## src/rtl/morse_symbol_sequencer.sv

```systemverilog
// Morse front-end: times key press/release in units, builds letters, writes letters and word spaces.
// Optional MORSE_DROP_CNT_EN adds the drop_cnt port counting writes lost to wr_full.
//
// state | meaning
// IDLE  | key released, no letter pending
// PRESS | key held, timing the current symbol
// GAP   | key released inside a letter, waiting for the letter gap
// WGAP  | letter emitted, waiting for the word gap or the next press
module morse_symbol_sequencer #(
    parameter int TIMER_FINAL_VALUE = 5,
    parameter int DASH_MIN_UNITS    = 2,
    parameter int LETTER_GAP_UNITS  = 3,
    parameter int WORD_GAP_UNITS    = 7
) (
    input  logic       clk,
    input  logic       reset,
    input  logic       b,
    input  logic       wr_full,
    output logic       wr_en,
    output logic [7:0] wr_data,
    output logic       busy
`ifdef MORSE_DROP_CNT_EN
    ,
    output logic [7:0] drop_cnt
`endif
);

    localparam int TW = (TIMER_FINAL_VALUE > 0) ? $clog2(TIMER_FINAL_VALUE + 1) : 1;
    localparam logic [TW-1:0] TMR_LOAD   = TW'(TIMER_FINAL_VALUE);
    localparam logic [3:0]    DASH_MIN   = 4'(DASH_MIN_UNITS);
    localparam logic [3:0]    LETTER_GAP = 4'(LETTER_GAP_UNITS);
    localparam logic [3:0]    WORD_GAP   = 4'(WORD_GAP_UNITS);
    localparam logic [3:0]    UNIT_MAX   = 4'd15;
    localparam logic [7:0]    ERR_WORD   = 8'hE0;
    localparam logic [7:0]    SPACE_WORD = 8'h00;

    localparam logic [1:0] IDLE  = 2'd0;
    localparam logic [1:0] PRESS = 2'd1;
    localparam logic [1:0] GAP   = 2'd2;
    localparam logic [1:0] WGAP  = 2'd3;

    logic [1:0]    state;
    logic          b_q;
    logic          b_edge;
    logic [TW-1:0] tmr;
    logic          tick;
    logic [3:0]    units;
    logic [3:0]    units_nx;
    logic          is_dash;
    logic          gap_done;
    logic          wgap_done;
    logic [4:0]    sym_code;
    logic [2:0]    sym_len;
    logic          sym_err;
    logic [7:0]    letter_word;
    logic          emit_pend;
    logic [7:0]    emit_data;

    // The tick landing on the same cycle as a key edge still counts, so an
    // interval of exactly N units is seen as N completed units.
    always_comb begin
        b_edge      = b ^ b_q;
        tick        = (tmr == '0);
        units_nx    = (tick && (units != UNIT_MAX)) ? units + 4'd1 : units;
        is_dash     = (units_nx >= DASH_MIN);
        gap_done    = tick && (units_nx == LETTER_GAP);
        wgap_done   = tick && (units_nx == WORD_GAP);
        letter_word = sym_err ? ERR_WORD : {sym_len, sym_code};
    end

    always_ff @(posedge clk or posedge reset) begin
        if (reset) begin
            b_q   <= 1'b1;
            tmr   <= '0;
            units <= '0;
        end else begin
            b_q <= b;
            if (b_edge || tick) begin
                tmr <= TMR_LOAD;
            end else begin
                tmr <= tmr - 1'b1;
            end
            units <= b_edge ? 4'd0 : units_nx;
        end
    end

    always_ff @(posedge clk or posedge reset) begin
        if (reset) begin
            state     <= IDLE;
            sym_code  <= '0;
            sym_len   <= '0;
            sym_err   <= 1'b0;
            emit_pend <= 1'b0;
            emit_data <= '0;
        end else begin
            emit_pend <= 1'b0;
            case (state)
                IDLE: begin
                    if (!b) begin
                        state <= PRESS;
                    end
                end
                PRESS: begin
                    if (b) begin
                        // A sixth symbol only flags the error; the letter stays at five.
                        if (sym_len == 3'd5) begin
                            sym_err <= 1'b1;
                        end else begin
                            sym_code <= {sym_code[3:0], is_dash};
                            sym_len  <= sym_len + 3'd1;
                        end
                        state <= GAP;
                    end
                end
                GAP: begin
                    if (gap_done) begin
                        emit_pend <= 1'b1;
                        emit_data <= letter_word;
                        sym_code  <= '0;
                        sym_len   <= '0;
                        sym_err   <= 1'b0;
                        state     <= b ? WGAP : PRESS;
                    end else if (!b) begin
                        state <= PRESS;
                    end
                end
                WGAP: begin
                    if (wgap_done) begin
                        emit_pend <= 1'b1;
                        emit_data <= SPACE_WORD;
                        state     <= b ? IDLE : PRESS;
                    end else if (!b) begin
                        state <= PRESS;
                    end
                end
                default: state <= IDLE;
            endcase
        end
    end

    // A full FIFO suppresses the strobe for that single cycle; nothing is retried.
    assign wr_en   = emit_pend & ~wr_full;
    assign wr_data = emit_data;
    assign busy    = (state == PRESS) || (state == GAP);

`ifdef MORSE_DROP_CNT_EN
    always_ff @(posedge clk or posedge reset) begin
        if (reset) begin
            drop_cnt <= '0;
        end else if (emit_pend && wr_full && (drop_cnt != 8'hFF)) begin
            drop_cnt <= drop_cnt + 8'd1;
        end
    end
`endif

endmodule
```

## config.mk

```make
export PLATFORM = sky130hd
export DESIGN_NAME = morse_symbol_sequencer
export DESIGN_NICKNAME = d
export VERILOG_FILES = /design/src/rtl/morse_symbol_sequencer.sv
export SDC_FILE = /design/constraint.sdc
export NUM_CORES = 1
export LEC_CHECK = 0
export BUFFER_PORTS_ARGS = -buffer_cell sky130_fd_sc_hd__buf_2
export CORE_ASPECT_RATIO = 2
export CORE_UTILIZATION = 52
export DETAILED_ROUTE_END_ITERATION = 7
export GPL_ROUTABILITY_DRIVEN = 0
export PLACE_DENSITY_LB_ADDON = 0.1
export SLEW_MARGIN = 20
export SYNTH_ARGS = -nofsm -noshare
export SYNTH_HDL_FRONTEND = slang
export SYNTH_SLANG_ARGS = --single-unit
export TNS_END_PERCENT = 30
```

## constraint.sdc

```tcl
create_clock -name clk -period 1.8 [get_ports clk]
set_input_delay 0.36 -clock clk [delete_from_list [all_inputs] [get_ports clk]]
set_output_delay 0.36 -clock clk [all_outputs]
set_load 0.02 [all_outputs]
```

; Word level (Yosys, flattened, before mapping)
; Cells that the tools add are included.
[op_classes]
addsub = 3
multipliers = 0
n_div = 0
magnitude_cmp = 1
n_eq_ne = 12
shifts = 0
n_mux = 29
bitwise = 3
reduce_logical = 12
[op_table]
columns = operator, n
row1 = $mux 8, 3
row2 = $pmux 8 s2, 1
row3 = $mux 5, 3
row4 = $mux 3, 4
row5 = $mux 2, 5
row6 = $ne 2x2->1 const B, 5
row7 = $pmux 5 s2, 1
row8 = $mux 4, 2
row9 = $pmux 2 s4, 1
row10 = $reduce_and 4->1, 2
row11 = $mux 1, 6
row12 = $pmux 3 s2, 1
row13 = $add 4x1->4 const B, 1
row14 = $eq 2x2->1 const B, 2
row15 = $eq 4x2->1 const B, 1
row16 = $eq 4x3->1 const B, 1
row17 = $ge 4x2->1 const B, 1
row18 = $ne 4x4->1 const B, 1
row19 = $pmux 1 s2, 2
row20 = $reduce_bool 2->1, 2
row21 = $add 3x1->3 const B, 1
row22 = $eq 3x3->1 const B, 1
row23 = $logic_and 1x1->1, 3
row24 = $logic_not 3->1, 1
row25 = 8 further kinds, 9
[word_totals]
reg_bits = 28
latch_bits = 0
ram_bits = 0
mem_bits_ro = 0
output_inout_bits = 10
n_memories = 0

; Longest topological paths before layout
; Gate-level depths: netlist of run 1.
[depth]
depth_word = 7
depth_mapped = 9
depth_no_buf = 8

; Worst setup path after synthesis of run 1
; Ideal clock, no wire load.
[synth_path]
kind = flip-flop to flip-flop
from = register tmr[0]
to = register sym_len[0]
arrival_ns = 1.881
required_ns = 1.675
path_slack_ns = -0.206
stages_incl_launch_ff = 10
n_path_buf = 1
path_cell_list = dfrtp_1 inv_1 ha_1 ha_1 buf_4 a211o_1 o21ai_2 nand2b_2 a22o_4 mux2_4
[synth_via]
elab_chain_len = 7
[synth_rtl]
columns = element, line_no
row1 = from (decl), 45  ; logic [TW-1:0] tmr;
row2 = from (signal assigned), 81  ; tmr <= tmr - 1'b1;
row3 = $logic_not 3->1 (*), 63  ; tick = (tmr == '0);
row4 = $logic_and 1x1->1, 64  ; units_nx = (tick && (units != UNIT_MAX)) ? units + 4'd1 : units;
row5 = $mux 4, 64
row6 = $eq 4x2->1, 66  ; gap_done = tick && (units_nx == LETTER_GAP);
row7 = $logic_and 1x1->1 (*), 66
row8 = $ne 2x2->1 (no source line) (*), --
row9 = $reduce_and 4->1 (no source line) (*), --
row10 = to (signal assigned), 110  ; sym_len <= sym_len + 3'd1;
row11 = to (decl), 53  ; logic [2:0] sym_len;
; Every way passes the cells marked *; elsewhere a longest branch is shown, timed or not.
; A chain may end at the register's enable or synchronous reset.

; Final worst setup path of run 1
[layout_path]
from = register tmr[1]
to = register emit_data[4] (netlist: wr_data[4])
[layout_via]
elab_chain_len = 7
elab_cells_between_ends = 10
cone_classes = eq/ne (4) / mux (1) / reduce/logical (5)
[layout_rtl]
columns = element, line_no
row1 = $logic_not 3->1 (*), 63
row2 = $logic_and 1x1->1, 64
row3 = $mux 4, 64
row4 = $eq 4x3->1 or $eq 4x2->1 (tied branches), "67, 66"
row5 = $logic_and 1x1->1 (on tied branches), "67, 66"
row6 = $ne 2x2->1 (no source line), --
row7 = $reduce_and 3->1 (no source line) (*), --
row8 = to (signal assigned), 118  ; emit_data <= letter_word;
row9 = to (decl), 57  ; logic [7:0] emit_data;
; Marked as above.

==> flow_summary_export.csv, run 1 <==
group,metric,value,unit
run_status,outcome,"finished with violations",
run_status,violations,"negative setup slack",
floorplanning,start_util,55.2,%
detailed_routing,postRouteAntennaNets,0,
synth,synthArstFlopShare,100,%
synth,synth_edf_count,0,
setup_path,criticalPathCategory,"reg2reg",
final_layout,finalNetCount,189,
detailed_routing,drcViolationCount,0,
clocking,htree_levels,1,
setup_path,worstPathCellList,"inv_2 > ha_4 > ha_4 > nand4b_1 > o211ai_2 > nand2_4 > nor4b_4 > a22o_1",
final_layout,stdcell_count,204,
power_and_ir_drop,cellLeakagePower,0.886,nW
sta,maxSlewViolCount,0,
flow_run,drv_cap,0,
sta,worst_pin_slew,542,ps
setup_path,crit_path_end_kind,"flip-flop",
power_and_ir_drop,peakVddDrop,0.680,mV
setup_path,cp.required,2010,ps
placed_design,placedCellCount,198,
synth,synth_top_area_share,44.2,%
clocking,cts_sinks,28,
synth,synth_area,1530,µm²
synth,synth-compound-area-share,21.0,%
synth,ys.flop_type,"dfrtp_1",
setup_path,cp_data_arrival_time,2140,ps
sta,relSlewSlack,63.8,%
final_layout,drive_gt1_share,34.3,%
floorplanning,die_w,40.4,µm
synth,yosysMostFrequentCell,"dfrtp_1",
global_routing,antenna_found_initial,0,
clocking,cts.clk_slew.worst_paths,90,ps
detailed_routing,vias,1214,
synth,synth-xor-area-share,1.14,%
sta,hold_violations,0,
setup_path,critPathBufInv,1,
global_routing,grt_pass1_wl,5490,µm
global_routing,grt_max_degree,29,
floorplanning,placementRows,27,
clocking,root_buffer,"clkbuf_8",
synth,synthAdderAreaFrac,7.36,%
detailed_routing,dr.pass1.iters,4,
synth,syn-num-nets,155,
sta,fmax,517,MHz
synth,synth_top_family_by_area,"compound AO/OA/AOI/OAI gates",
synth,synth_simple_gate_area_share,15.6,%
clocking,clk_latency,270,ps
synth,synth_cell_types,45,
sta,rsz0062_at_grt,"yes",
synth,ys_seq_elements,28,
setup_path,cp_top_family,"simple AND/OR/NAND/NOR gates",
detailed_routing,wirelength,3300,µm
setup_path,cpMostUsedCell,"ha_4",
setup_path,r2r_setup_slack,-130,ps
floorplanning,core_area,2770,µm²
detailed_routing,drt_iter0_drc,20,
hold_path,hold_class,"in2async",
synth,yosys.area.top_type,"dfrtp_1",
setup_path,path_max_fanout,7,
synth,seq_area_frac_synth,45.9,%
setup_path,critPathLaunchType,"flip-flop",
global_routing,grt_pass1_vias,1240,
power_and_ir_drop,finalPower,1.86,mW
detailed_routing,drt-vias-per-instance,5.95,
sta,finClkSkew,2.82,ps
synth,synth_warnings,0,
setup_path,crit_slowest_cell,"dfrtp_1",
sta,setup_viol,16,
global_routing,grt.total_usage,24.6,%
placed_design,pre_cts_slack,-188,ps
global_routing,overflow,0,
power_and_ir_drop,powerDensity,996,nW/µm²
placed_design,hpwl,2550,µm
placed_design,numPortBuffers,13,
final_layout,final_util,67.5,%
sta,finalWorstSetupSlack,-133,ps
synth,synthMuxAreaShare,4.58,%
floorplanning,dieArea,3180,µm²
floorplanning,die_y,78.7,µm
floorplanning,ioPinCount,14,
sta,layout_min_cycle_time,1930,ps
synth,postSynthCellCount,142,
detailed_routing,wl_per_cell,16.2,µm
sta,period_share,107,%
setup_path,slowest_delay,390,ps
synth,syn_avg_cell_area,10.8,µm²
clocking,cts_tree,"done",
final_layout,diodes,0,
clocking,numCtsBuffers,3,
final_layout,syn_to_final_growth,22.2,%
synth,synth_area_leaders,"dfrtp_1 44%, ha_1 7.4%, a22o_1 6.3%, inv_1 3.2%, nor2_1 2.5%",
synth,synthTopCellsByCount,"27 x dfrtp_1, 13 x inv_1, 11 x a22o_1",
clocking,cts_max_path_buffers,2,
==> per-layer routing <==
metal,share of wire (%),vias to the layer above,routed length [µm],GRT usage (%)
li1,-,580,-,-
met1,37,613,1240,27.3
met2,60,14,1970,45.1
met3,0.97,7,32,1.68
met4,2.1,0,68,8.00
met5,0,-,0,0
==> layout by cell type (no fill, tap or decap), types with 3 or more instances in the layout <==
cell / instances
nor2_1: 9
buf_2: 13
a22o_1: 11
ha_1: 7
inv_1: 11
buf_4: 19
nand3_1: 5
nand2_1: 8
dfrtp_1: 27
o21ai_0: 5
clkbuf_8: 3
nor2b_1: 3
==> final timing paths <==
path / start / endpoint / depth (start not counted)
max in group asynchronous: reset / b_q / 3
setup reg to reg: tmr[1] / wr_data[4] / 8
setup / recovery: tmr[1] / wr_data[4] / 8
hold / removal: reset / tmr[2] / 3
hold reg to reg: tmr[0] / tmr[0] / 1
min in group clk: b / b_q / 1
==> cell families (layout without fill, tap and decap cells) <==
family | Yosys count | in the layout
fa+ha+maj | 9 | 9
simple gates | 41 | 41
xor+xnor | 2 | 2
compound gates | 40 | 40
mux | 5 | 5
flops | 28 | 28
buf+inv | 17 | 50
==> sequential cells by signal (all words and copies together) (netlist names) <==
register   count
emit_pend      1
units          4
sym_len        3
state          2
sym_code       5
b_q            1
sym_err        1
tmr            3
wr_data        8
==> worst min-delay path, delay by kind of cell <==
kind                   cells  cell delay (ps)
buffers and inverters      3              460
==> layout make-up <==
type	instances	area, µm²
timing repair buffer	33	219
tap	29	36.3
inverter	13	48.8
fill	215	901
sequential	28	702
clock buffer	4	45.0
multi-input combinational	97	818
==> per-stage QoR <==
| step | setup TNS, ps | hold slack [ps] | instance area [µm²] |
|---|---|---|---|
| 5_1_grt | -3600 | 177 | 1870 |
| 2_1_floorplan | -1600 | 364 | 1550 |
| 3_3_place_gp | -1170 | 420 | 1760 |
| 3_5_place_dp | -2190 | 435 | 1760 |
| 6_report | -1630 | 131 | 1870 |
| 4_1_cts | -2240 | 144 | 1860 |
==> where the power goes <==
| part | internal [mW] | leakage, nW | total (mW) | switching [mW] |
|---|---|---|---|---|
| Clock | 0.159 | 0.0228 | 0.337 | 0.179 |
| Sequential | 0.729 | 0.364 | 0.821 | 0.0911 |
| Combinational | 0.315 | 0.500 | 0.705 | 0.389 |
==> repair_timing <==
item,in CTS,in global routing
gates cloned,0,0
endpoints found under the setup margin,20,20
hold buffers,0,0
resized for setup,8,5
buffers inserted,2,0
pin swaps,6,5
No activity file was read; power rests on OpenSTA's default activity.
==> inputs of run 2 (changes only) <==
Settings changed: CELL_PAD_IN_SITES_DETAIL_PLACEMENT from default to 2, CELL_PAD_IN_SITES_GLOBAL_PLACEMENT from default to 2, CORE_UTILIZATION 52 to 34, GPL_TIMING_DRIVEN from default to 0.
==> flow_summary_export.csv, run 2 (synthesized netlist as in run 1, its figures left out) <==
group,metric,value,unit
power_and_ir_drop,pwr-share-comb,36.1,%
sta,hold_ws,137,ps
detailed_routing,vias,1265,
clocking,cts.clk_slew.worst_paths,100,ps
detailed_routing,wirelength,4500,µm
setup_path,crit_slowest_cell,"dfrtp_1",
hold_path,hold_class,"in2async",
sta,hold_violations,0,
global_routing,grt.busiest_layer,"met2",
setup_path,cp.required,1970,ps
setup_path,cpMostUsedCell,"ha_4",
placed_design,numPortBuffers,13,
setup_path,slowest_delay,400,ps
setup_path,rr_startpoint,"tmr[0]",
global_routing,met3_usage,1.89,%
setup_path,criticalPathCategory,"reg2reg",
final_layout,final_cell_mix,"27 x dfrtp_1, 14 x buf_4, 13 x buf_2",
power_and_ir_drop,pwr-share-clk,24.0,%
sta,finalWorstSetupSlack,-350,ps
final_layout,final_common_cell,"dfrtp_1",
power_and_ir_drop,peakVddDrop,0.596,mV
clocking,cts_sinks,28,
floorplanning,ioPinCount,14,
sta,rsz0062_at_grt,"yes",
clocking,htree_levels,1,
detailed_routing,wl_per_cell,19.7,µm
setup_path,worstPathCellList,"inv_2 > ha_4 > ha_4 > buf_6 > nand4b_1 > o21ai_2 > nand2b_4 > a22o_4 > mux2_4",
floorplanning,die_y,96.9,µm
sta,worst_pin_slew,600,ps
floorplanning,die_w,49.4,µm
setup_path,r2r_setup_slack,-350,ps
power_and_ir_drop,powerDensity,1070,nW/µm²
sta,layout_min_cycle_time,2150,ps
floorplanning,dieArea,4790,µm²
final_layout,finalNetCount,189,
clocking,cts_hold_buffers,0,
sta,tns,-5260,ps
final_layout,diodes,0,
detailed_routing,postRouteAntennaNets,0,
global_routing,grt_max_degree,29,
placed_design,hpwl,3050,µm
global_routing,grtUsageMet1,20.4,%
detailed_routing,drt_iter0_drc,4,
clocking,clk_latency,280,ps
sta,setup_viol,21,
power_and_ir_drop,pwr-share-seq,39.8,%
setup_path,critPathBufInv,2,
global_routing,antenna_found_initial,0,
setup_path,crit_path_end_kind,"flip-flop",
setup_path,reg2reg_depth,9,
global_routing,grt.total_usage,19.6,%
detailed_routing,drcViolationCount,0,
global_routing,grt_pass1_wl,6980,µm
clocking,numCtsBuffers,3,
floorplanning,core_area,4340,µm²
global_routing,grt_pass1_vias,1382,
sta,fmax,465,MHz
setup_path,path_max_fanout,8,
setup_path,critPathLaunch,"tmr[0]",
sta,maxSlewViolCount,0,
floorplanning,start_util,35.3,%
setup_path,critPathLaunchType,"flip-flop",
sta,finClkSkew,3.32,ps
detailed_routing,drt-vias-per-instance,5.52,
run_status,violations,"negative setup slack",
final_layout,drive_gt1_share,36.6,%
global_routing,overflow,0,
run_status,outcome,"finished with violations",
final_layout,syn_to_final_growth,28.0,%
setup_path,r2r-end,"sym_len[0]",
power_and_ir_drop,p_sw,744,µW
sta,period_share,119,%
detailed_routing,dr.pass1.iters,4,
sta,relSlewSlack,59.9,%
power_and_ir_drop,internal_power,1.34,mW
flow_run,drv_cap,0,
power_and_ir_drop,swShare,35.7,%
clocking,cts_max_path_buffers,2,
floorplanning,placementRows,34,
setup_path,cp_data_arrival_time,2320,ps
clocking,cts_tree,"done",
power_and_ir_drop,cellLeakagePower,0.903,nW
power_and_ir_drop,finalPower,2.09,mW
global_routing,use_met2,38.6,%
setup_path,cp_top_family,"compound AO/OA/AOI/OAI gates",
final_layout,largest_reg_flops,8,
clocking,root_buffer,"clkbuf_8",
## run 2: cell count changes in the layout (fill, tap and decap cells not counted), sizes merged
cell    delta
buf        -2
bufinv     +1
clkbuf     +1
## run 2: area by class of cell
class                           count  area (µm²)
Clock inverter                      1        30.0
Timing Repair Buffer               29         193
Buffer                              4        23.8
Sequential cell                    28         702
Fill cell                         484        2380
Inverter                           13        48.8
Clock buffer                        3        41.3
Tap cell                           54        67.6
Multi-Input combinational cell     97         852
## run 2: what timing repair did
item                       CTS  global route
setup endpoints to repair   20            21
hold endpoints to repair     0             0
gates resized for setup     12             9
buffers inserted            11             5
pin swaps                   19            10
## run 2: through the flow
step / area (µm²) / worst slack, ps / util (%) / std cells
after global placement: 1680 / -368 / 38.8 / 209
after global routing: 1960 / -410 / 45.1 / 229
after CTS: 1880 / -302 / 43.3 / 224
after detailed placement: 1680 / -439 / 38.8 / 209
after floorplan: 1550 / -157 / - / 142
final: 1960 / -350 / 45.1 / 229
## run 2: how the worst max path moves through the flow
stage / depth (start not counted) / endpoint / slack, ps
finish: 9 / sym_len[0] / -350
global route: 9 / sym_len[0] / -410
CTS: 10 / wr_data[2] / -300
detailed placement: 9 / wr_data[2] / -440
global placement: 8 / wr_data[2] / -370
floorplan: 9 / sym_len[0] / -160
## run 2: power by group through the flow
stage	logic (mW)	clock network, mW	registers [mW]
2_1_floorplan	0.480	0	0.832
3_3_place_gp	0.632	0	0.826
3_5_place_dp	0.676	0	0.836
4_1_cts	0.718	0.521	0.828
5_1_grt	0.816	0.542	0.840
6_report	0.754	0.502	0.831
## run 2: layer usage
layer,up-vias,part of all wire (%)
met5,-,0
met4,0,1.3
met3,6,0.82
met2,9,61
met1,671,37
li1,579,-
==> inputs of run 3 (changes only) <==
Settings changed: SETUP_SLACK_MARGIN from default to 0.4.
==> flow_summary_export.csv, run 3 (synthesized netlist as in run 1, its figures left out) <==
group,metric,value,unit
detailed_routing,drt_iter0_drc,8,
run_status,violations,"negative setup slack",
clocking,root_buffer,"clkbuf_8",
sta,setup_viol,21,
flow_run,drv_cap,0,
placed_design,hpwl,3030,µm
detailed_routing,drt-vias-per-instance,5.43,
sta,finalWorstSetupSlack,-253,ps
global_routing,overflow,0,
sta,hold_violations,0,
clocking,numCtsBuffers,3,
sta,fmax,487,MHz
hold_path,hold_class,"in2async",
final_layout,diodes,0,
floorplanning,dieArea,4790,µm²
setup_path,cp.required,1970,ps
detailed_routing,drcViolationCount,0,
global_routing,grt_pass1_vias,1406,
detailed_routing,dr.pass1.iters,2,
sta,hold_ws,141,ps
clocking,cts_sinks,28,
final_layout,finalNetCount,188,
floorplanning,start_util,35.3,%
clocking,cts.clk_slew.worst_paths,100,ps
run_status,outcome,"finished with violations",
floorplanning,core_area,4340,µm²
final_layout,final_cell_mix,"26 x dfrtp_1, 13 x buf_2, 13 x buf_4",
power_and_ir_drop,cellLeakagePower,0.893,nW
sta,period_share,114,%
setup_path,criticalPathCategory,"reg2reg",
clocking,cts_max_path_buffers,2,
floorplanning,die_w,49.4,µm
final_layout,syn_to_final_growth,31.1,%
detailed_routing,wl_per_cell,19.7,µm
global_routing,grt_max_degree,29,
setup_path,crit_path_end_kind,"flip-flop",
floorplanning,placementRows,34,
detailed_routing,wirelength,4490,µm
sta,layout_min_cycle_time,2050,ps
final_layout,final_util,46.2,%
clocking,cts_tree,"done",
global_routing,grt_pass1_wl,7130,µm
detailed_routing,postRouteAntennaNets,0,
sta,worst_pin_slew,602,ps
final_layout,fill_cells,460,
power_and_ir_drop,peakVddDrop,0.817,mV
global_routing,grt.total_usage,19.7,%
sta,relSlewSlack,59.8,%
sta,rsz0062_at_grt,"yes",
clocking,htree_levels,1,
setup_path,cp_data_arrival_time,2220,ps
global_routing,antenna_found_initial,0,
final_layout,largest_reg_flops,8,
final_layout,drive_gt1_share,39.7,%
setup_path,critPathLaunchType,"flip-flop",
clocking,clk_latency,280,ps
setup_path,reg2reg_depth,9,
final_layout,final_common_cell,"dfrtp_1",
sta,maxSlewViolCount,0,
detailed_routing,vias,1238,
floorplanning,ioPinCount,14,
setup_path,path_max_fanout,8,
placed_design,numPortBuffers,13,
floorplanning,die_y,96.9,µm
sta,finClkSkew,13.1,ps
power_and_ir_drop,powerDensity,1030,nW/µm²
-- run 3: timing repair --
| action | in CTS | in global routing |
|---|---|---|
| hold buffers | 0 | 0 |
| endpoints found under the setup margin | 25 | 28 |
| gates cloned | 0 | 0 |
| setup buffers | 11 | 4 |
| resized for setup | 11 | 21 |
| pin swaps | 20 | 13 |
-- run 3: per-layer routing --
metal	global-route usage (%)	vias up	wire length [µm]
li1	-	577	-
met1	20.3	641	1570
met2	38.6	14	2770
met3	2.36	6	66
met4	6.59	0	85
met5	0	-	0
-- run 3: final cells by class --
type,count,area [µm²],area share [%]
Buffer,4,25.0,1.25
Clock inverter,1,30.0,1.50
Tap cell,54,67.6,3.37
Multi-Input combinational cell,97,905,45.1
Timing Repair Buffer,28,185,9.23
Inverter,13,48.8,2.43
Clock buffer,3,41.3,2.06
Sequential cell,28,703,35.1
-- run 3: per-stage QoR --
step | TNS [ps] | cell area (µm²) | instances | power (mW) | setup WS (ps)
after floorplan | -1600 | 1550 | 142 | 1.31 | -157
after global placement | -5220 | 1680 | 209 | 1.46 | -368
after detailed placement | -6340 | 1680 | 209 | 1.50 | -415
after CTS | -4820 | 1870 | 224 | 2.04 | -308
after global routing | -5660 | 2010 | 228 | 2.21 | -343
final | -3620 | 2010 | 228 | 2.07 | -253
-- run 3: final timing paths --
kind / start / end / slack, ps
max: tmr[0] / sym_len[0] / -250
min: reset / sym_len[2] / 140
max reg2reg: tmr[0] / sym_len[0] / -250
min reg2reg: wr_data[4] / wr_data[4] / 510
max in group asynchronous: reset / units[0] / 1230
min in group clk: b / b_q / 190
-- run 3: worst max-delay path: stages, from the launching register on --
cell,delay (ps)
dfrtp_1,370
inv_2,50
ha_4,160
ha_4,160
buf_6,130
a211o_4,360
o21ai_4,100
nand2b_4,70
a22o_4,280
mux2_4,260
-- run 3: power by group --
part | switching [mW] | internal (mW) | leakage, nW | total, mW
logic | 0.428 | 0.315 | 0.495 | 0.743
registers | 0.0981 | 0.730 | 0.362 | 0.828
clock network | 0.203 | 0.298 | 0.0357 | 0.500
total | 0.729 | 1.34 | 0.893 | 2.07
